$ cat config.mk
export PLATFORM = sky130hd
export DESIGN_NAME = fft_sequencer
export DESIGN_NICKNAME = d
export VERILOG_FILES = /design/src/rtl/fft_sequencer.sv
export SDC_FILE = /design/constraint.sdc
export NUM_CORES = 1
export LEC_CHECK = 0
export ABC_AREA = 1
export BUFFER_PORTS_ARGS = -buffer_cell sky130_fd_sc_hd__buf_4
export CAP_MARGIN = 20
export CORE_MARGIN = 3
export CORE_UTILIZATION = 25
export CTS_CLUSTER_DIAMETER = 120
export CTS_CLUSTER_SIZE = 40
export DETAILED_ROUTE_END_ITERATION = 10
export GPL_TIMING_DRIVEN = 0
export HOLD_SLACK_MARGIN = 0.06
export PLACE_DENSITY_LB_ADDON = 0.3
export SLEW_MARGIN = 25
export SYNTH_ARGS = -nofsm -noshare
export SYNTH_HDL_FRONTEND = slang
export SYNTH_SLANG_ARGS = --single-unit
$ cat constraint.sdc
create_clock -name clk -period 4.4 [get_ports clk]
set_clock_uncertainty 0.05 [all_clocks]
set_input_delay 0.44 -clock clk [delete_from_list [all_inputs] [get_ports clk]]
set_output_delay 0.44 -clock clk [all_outputs]
set_load 0.05 [all_outputs]
$ cat src/rtl/fft_sequencer.sv
// rtl/fft_sequencer.sv - frame sequencer for sample load, transform run, pipeline drain and bin unload
module fft_sequencer #(
    parameter int FFT_SIZE    = 512,
    parameter int LEVEL       = 9,
    parameter int RUN_TIMEOUT = 8192
) (
    input  logic             clk,
    input  logic             reset,
    input  logic             frame_req,
    input  logic             abort,
    input  logic             smp_valid,
    output logic             smp_ready,
    output logic             ld_we,
    output logic [LEVEL-1:0] ld_addr,
    output logic             fft_load,
    output logic             fft_start,
    output logic             bf_enable,
    input  logic             fft_done,
    output logic [LEVEL-1:0] rd_addr,
    output logic             rd_valid,
    input  logic             rd_ready,
    output logic             busy,
    output logic             frame_done,
    output logic             err_timeout
);
    localparam int RW = (RUN_TIMEOUT > 2) ? $clog2(RUN_TIMEOUT) : 1;
    localparam logic [LEVEL-1:0] LD_LAST  = LEVEL'(FFT_SIZE - 1);
    localparam logic [LEVEL-1:0] RD_LAST  = LEVEL'(FFT_SIZE / 2 - 1);
    localparam logic [RW-1:0]    RUN_LAST = RW'(RUN_TIMEOUT - 1);

    typedef enum logic [2:0] {
        S_IDLE, S_LOAD, S_ARM, S_RUN, S_DRAIN, S_UNLOAD
    } state_t;

    state_t           state_q, state_d;
    logic [LEVEL-1:0] ld_addr_q, rd_addr_q;
    logic [RW-1:0]    run_cnt_q;
    logic             drain_q;
    logic             smp_ready_q, fft_load_q, fft_start_q, bf_enable_q;
    logic             rd_valid_q, busy_q, frame_done_q, err_timeout_q;

    logic ld_accept, rd_accept, load_last, unload_last, run_expired;

    assign ld_accept   = (state_q == S_LOAD) && smp_valid;
    assign rd_accept   = (state_q == S_UNLOAD) && rd_ready;
    assign load_last   = ld_accept && (ld_addr_q == LD_LAST);
    assign unload_last = rd_accept && (rd_addr_q == RD_LAST);
    assign run_expired = (state_q == S_RUN) && !fft_done && (run_cnt_q == RUN_LAST);

    always_comb begin
        state_d = state_q;
        if (abort) begin
            state_d = S_IDLE;
        end else begin
            case (state_q)
                S_IDLE:   if (frame_req) state_d = S_LOAD;
                S_LOAD:   if (load_last) state_d = S_ARM;
                S_ARM:    state_d = S_RUN;
                S_RUN: begin
                    if (fft_done)         state_d = S_DRAIN;
                    else if (run_expired) state_d = S_IDLE;
                end
                S_DRAIN:  if (drain_q) state_d = S_UNLOAD;
                S_UNLOAD: if (unload_last) state_d = S_IDLE;
                default:  state_d = S_IDLE;
            endcase
        end
    end

    // Strobes are registered from the next state so they change together with the state.
    always_ff @(posedge clk or negedge reset) begin
        if (!reset) begin
            state_q       <= S_IDLE;
            ld_addr_q     <= '0;
            rd_addr_q     <= '0;
            run_cnt_q     <= '0;
            drain_q       <= 1'b0;
            smp_ready_q   <= 1'b0;
            fft_load_q    <= 1'b0;
            fft_start_q   <= 1'b0;
            bf_enable_q   <= 1'b0;
            rd_valid_q    <= 1'b0;
            busy_q        <= 1'b0;
            frame_done_q  <= 1'b0;
            err_timeout_q <= 1'b0;
        end else begin
            state_q      <= state_d;
            smp_ready_q  <= (state_d == S_LOAD);
            fft_load_q   <= (state_d == S_LOAD);
            fft_start_q  <= (state_d == S_ARM) || (state_d == S_RUN);
            bf_enable_q  <= (state_d == S_RUN) || (state_d == S_DRAIN);
            rd_valid_q   <= (state_d == S_UNLOAD);
            busy_q       <= (state_d != S_IDLE);
            frame_done_q <= !abort && unload_last;
            run_cnt_q    <= (state_q == S_RUN && state_d == S_RUN) ? run_cnt_q + RW'(1) : '0;
            drain_q      <= (state_q == S_DRAIN) && (state_d == S_DRAIN);
            if (!abort) begin
                if (state_q == S_IDLE && frame_req) begin
                    ld_addr_q     <= '0;
                    err_timeout_q <= 1'b0;
                end
                // The final load address is held so ARM still presents FFT_SIZE-1.
                if (ld_accept && !load_last) ld_addr_q <= ld_addr_q + LEVEL'(1);
                if (run_expired) err_timeout_q <= 1'b1;
                if (rd_accept) rd_addr_q <= unload_last ? '0 : rd_addr_q + LEVEL'(1);
            end else begin
                rd_addr_q <= '0;
            end
        end
    end

    assign smp_ready   = smp_ready_q;
    assign ld_we       = smp_valid && (state_q == S_LOAD);
    assign ld_addr     = ld_addr_q;
    assign fft_load    = fft_load_q;
    assign fft_start   = fft_start_q;
    assign bf_enable   = bf_enable_q;
    assign rd_addr     = rd_addr_q;
    assign rd_valid    = rd_valid_q;
    assign busy        = busy_q;
    assign frame_done  = frame_done_q;
    assign err_timeout = err_timeout_q;
endmodule

# == After elaboration in Yosys (flattened, before gate mapping) ==
# Index checks and enable logic that the tools add are counted.
# word_totals
reg_bits,42
inputBits,7
elab_cells,68
# classes
add_sub_neg,3
eq_ne,13
muxes,16
bitwise_logic,1
n_reduce_logical,23
# op_table
cell,n
9-bit 2-to-1 mux,5
3-bit 2-to-1 mux,7
"9-bit by 1-bit adder with 9-bit output, second input constant",2
3-bit case mux with 6 select lines,1
"13-bit by 1-bit adder with 13-bit output, second input constant",1
"13-bit equality test, second input constant",1
13-bit 2-to-1 mux,1
"3-bit by 2-bit equality test with 1-bit output, second input constant",4
"3-bit equality test, second input constant",4
1-bit logical AND,11
"9-bit by 8-bit equality test with 1-bit output, second input constant",1
"9-bit equality test, second input constant",1
"3-bit by 1-bit equality test with 1-bit output, second input constant",2
2-bit nonzero test,3
2-bit AND reduction,2
1-bit zero test,3
3-bit zero test,1
3-bit nonzero test,1
1-bit logical OR,2
1-bit 2-to-1 mux,2
1-bit NOT,1

# == Logic depth before layout (Yosys ltp) ==
# logic_depth
ltp_word,10
ltp_mapped,15
ltp_nobuf,14

# == Worst setup path before layout ==
# OpenSTA, ideal clock, no wires.
# synth_timing
path_kind,register -> register
from,reg ld_addr_q[0] (netlist: ld_addr[0])
to,reg run_cnt_q[2]
arrival_time_ns,2.325
required_ns,4.229
path_slack_ns,1.905
stages_incl_launch_ff,13
n_path_buf,1
cell_sequence,dfrtp_1 ha_1 inv_1 nor3_1 nand4_1 nor2_1 ha_1 a21oi_1 nor2_1 nand3_2 nand3_4 buf_8 nor2_2
# synth_between
elab_chain_cells,8
# synth_lines
item,line_no,text
"start, declared",36,"logic [LEVEL-1:0] ld_addr_q, rd_addr_q;"
"start signal, assigned",103,if (ld_accept && !load_last) ld_addr_q <= ld_addr_q + LEVEL'(1);
9-bit equality test,46,assign load_last = ld_accept && (ld_addr_q == LD_LAST);
1-bit logical AND,46,
3-bit 2-to-1 mux,57,S_LOAD: if (load_last) state_d = S_ARM;
3-bit case mux with 6 select lines,55,case (state_q)
3-bit 2-to-1 mux,52,if (abort) begin
3-bit by 2-bit equality test with 1-bit output,95,run_cnt_q <= (state_q == S_RUN && state_d == S_RUN) ? run_cnt_q + RW'(1) : '0;
1-bit logical AND,95,
13-bit 2-to-1 mux,95,
"end signal, assigned",95,
"end, declared",37,logic [RW-1:0] run_cnt_q;
# Every way passes these cells.
# A chain may end at the register's enable or synchronous reset.

# == Final worst setup path ==
# layout_timing
from,reg ld_addr_q[0] (netlist: ld_addr[0])
to,reg run_cnt_q[1]
# The elaborated chain is that of the path after synthesis.

==> impl_metrics.ini <==
[worst_setup_path]
crit_family = simple AND/OR/NAND/NOR gates
cp_max_fo = 10
startpoint_type = register
arrival_ns = 2.62
reg2regPathDepth = 12
slowest_stage = dfrtp_1
worstPathCellList = ha_1 > inv_1 > nor3_1 > nand4_1 > nor2_1 > ha_1 > a21oi_1 > nor2_1 > nand3_2 > nand3_4 > buf_8 > nor2_2
cp_num_buf_inv = 2
worstPathRequired_ns = 4.54
worst-r2r-setup-slack_ns = 1.91
worstReg2RegStart = ld_addr[0]$_DFFE_PN0P_
max_stage_delay_ns = 0.47
end_kind = register
crit_cells = 12
critical_path_class = reg2reg
timing.rr.end = run_cnt_q[1]$_DFF_PN0_

[sta]
fin_crit_sh_pct = 56.5
hold_viol = 0
timing.fmax_mhz = 402
fin_ws_ns = 1.91
max_slew_margin_pct = 63.6
layout_min_cycle_time_ns = 2.49
hold_slack_ns = 0.0719
tns_ns = 0
tightest_slew_ns = 0.546
rsz0062_at_grt = no
drv_slew = 0
setup_viol = 0

[place]
place_ws_ns = 1.93
hpwl_um = 3260
port_buffers = 33
place.gp.congestion = 0.791

[clock_network]
cts_resized = 0
cts_sinks = 42
h-tree-depth = 2
clk_pin_slew_ns = 0.09
hold_buffers = 0
cts_buffers = 5
post-cts-setup-buffers = 0
insertion_delay_ns = 0.30
cts_tree = done
clk_path_buf_depth = 2
cts_root_buf = clkbuf_8

[cells_and_area]
drive_above_1_share_pct = 28.0
fillers = 862
final_core_util_pct = 32.2
area.growth.synth_to_final_pct = 24.4
n_antenna_cell = 0
regArea_um2 = 1050
multiInputGateArea_um2 = 946
nets = 299

[worst_hold_path]
hold_path.class = in2async

[synthesis]
syn-num-nets = 259
yosys_warnings = 0
ys_types = 31
yosysSeqAreaShare_pct = 49.1
synth-seq-cells = 42
synth_edf_count = 0
syn_area_um2 = 2140
synth_ff_type = dfrtp_1
synth-async-reset-ratio_pct = 100
postSynthAreaPerCell_um2 = 8.63
synth_cells = 248

[global_routing]
antenna_found_initial = 0
track_usage_pct = 9.88
grtUsageMet2_pct = 14.7
grt_pass1_wl_um = 7790
grt.met3_usage_pct = 3.54
busiest_layer = met2
first_global_vias = 1661
use_met1_pct = 13.8
grt_start_max_net_pins = 43
overflow = 0

[route]
drc = 0
drtIter0Drc = 58
postRouteAntennaNets = 0
wl_per_cell_um = 11.3
drt-total-wl_um = 4450
firstDrtPassIters = 4
vias_per_cell = 4.27
dr_total_vias = 1683

[die]
rows = 33
core-area_um2 = 8260
die_height_um = 98.5
die-area_um2 = 9710
ioPinCount = 34
initial_utilization_pct = 25.9
die_w_um = 98.5

[pwr]
total_power_uw = 865
powerDensity_nw_per_um2 = 325
p_leak_uw = 0.00123
peakVddDrop_mv = 0.131

[flow_run]
cap_viol_max_count = 0

[outcome]
status = finished, final reports clean
sequential cells by signal, indices dropped and copies added, names as in the netlist:
signal,cells
fft_load,1
ld_addr,9
drain_q,1
run_cnt_q,13
state_q,3
err_timeout,1
fft_start,1
rd_valid,1
rd_addr,9
busy,1
bf_enable,1
frame_done,1
cell usage in the layout (no fill, tap or decap), drive strengths merged, types with 6 or more instances in the layout:
| cell | n |
|---|---|
| xor2 | 8 |
| nand4 | 6 |
| dfrtp | 42 |
| clkbuf | 6 |
| inv | 31 |
| nor2 | 39 |
| o21ai | 11 |
| nand2 | 54 |
| buf | 35 |
| nand3 | 19 |
| nor3 | 13 |
| a21oi | 8 |
metrics by stage:
| step | instances | instance area [um2] |
|---|---|---|
| final | 394 | 2660 |
| after global routing | 394 | 2660 |
| after global placement | 386 | 2520 |
| after detailed placement | 386 | 2520 |
| after floorplan | 248 | 2140 |
| after CTS | 394 | 2660 |
report_power, final:
part / internal, uW / leakage [uW] / switching (uW) / total [uW]
sequential: 392 / 0.000582 / 8.36 / 401
combinational: 22.8 / 0.000574 / 62.1 / 84.9
clock: 242 / 0.0000714 / 137 / 380
total: 657 / 0.00123 / 208 / 865
worst register-to-register path, cell delays in order (launching register included):
cell     delay [ns]
dfrtp_1        0.47
ha_1           0.18
inv_1          0.06
nor3_1         0.33
nand4_1        0.18
nor2_1         0.15
ha_1           0.26
a21oi_1        0.10
nor2_1         0.13
nand3_2        0.14
nand3_4        0.14
buf_8          0.16
nor2_2         0.05
synthesized netlist by cell type, types with 2 or more instances:
cell     number  share of area [%]
nand3_1      15                3.5
xnor2_1       4                1.6
ha_1          4                2.3
nand2_1      46                8.1
inv_1        25                4.4
o21ai_0       8                1.9
a21oi_1       8                1.9
nand2_2       7                2.0
nand3_2       3                1.4
nand4_1       6                1.8
o21ai_1       2               0.47
dfrtp_1      42                 49
inv_2         6                1.1
nor3_1       11                2.6
xor2_1        8                3.3
nor2_1       25                4.4
nor2_2       14                4.1
area by class of cell:
cell class	count	share of cell area [%]
sequential	42	39.5
multi-input combinational	172	35.5
timing repair buffer	33	9.30
tap	105	4.93
inverter	32	4.56
clock buffer	6	3.10
clock inverter	2	2.26
buffer	2	0.846
metal layers:
layer / vias up / wire (um)
li1: 878 / -
met1: 775 / 2250
met2: 28 / 1960
met3: 2 / 222
met4: 0 / 20
met5: - / 0
cell families (layout without fill, tap and decap cells):
logic type / count (synthesis) / in the layout / synth area share, %
AND/OR/NAND/NOR: 134 / 134 / 31.3
flip-flops: 42 / 42 / 49.1
buffers and inverters: 34 / 75 / 6.72
AO/OA/AOI/OAI: 22 / 22 / 5.67
XOR/XNOR: 12 / 12 / 4.91
adder cells (fa/ha/maj): 4 / 4 / 2.34
worst max path at each step:
stage | startpoint | endpoint | slack (ns)
final | ld_addr[0]$_DFFE_PN0P_ | run_cnt_q[1]$_DFF_PN0_ | 1.91
after global routing | ld_addr[0]$_DFFE_PN0P_ | run_cnt_q[1]$_DFF_PN0_ | 1.70
after CTS | ld_addr[0]$_DFFE_PN0P_ | run_cnt_q[1]$_DFF_PN0_ | 1.91
after detailed placement | ld_addr[0]$_DFFE_PN0P_ | run_cnt_q[7]$_DFF_PN0_ | 1.93
after global placement | ld_addr[0]$_DFFE_PN0P_ | run_cnt_q[10]$_DFF_PN0_ | 1.93
after floorplan | ld_addr[0]$_DFFE_PN0P_ | run_cnt_q[2]$_DFF_PN0_ | 1.90
(Power assumes the default switching activity.)
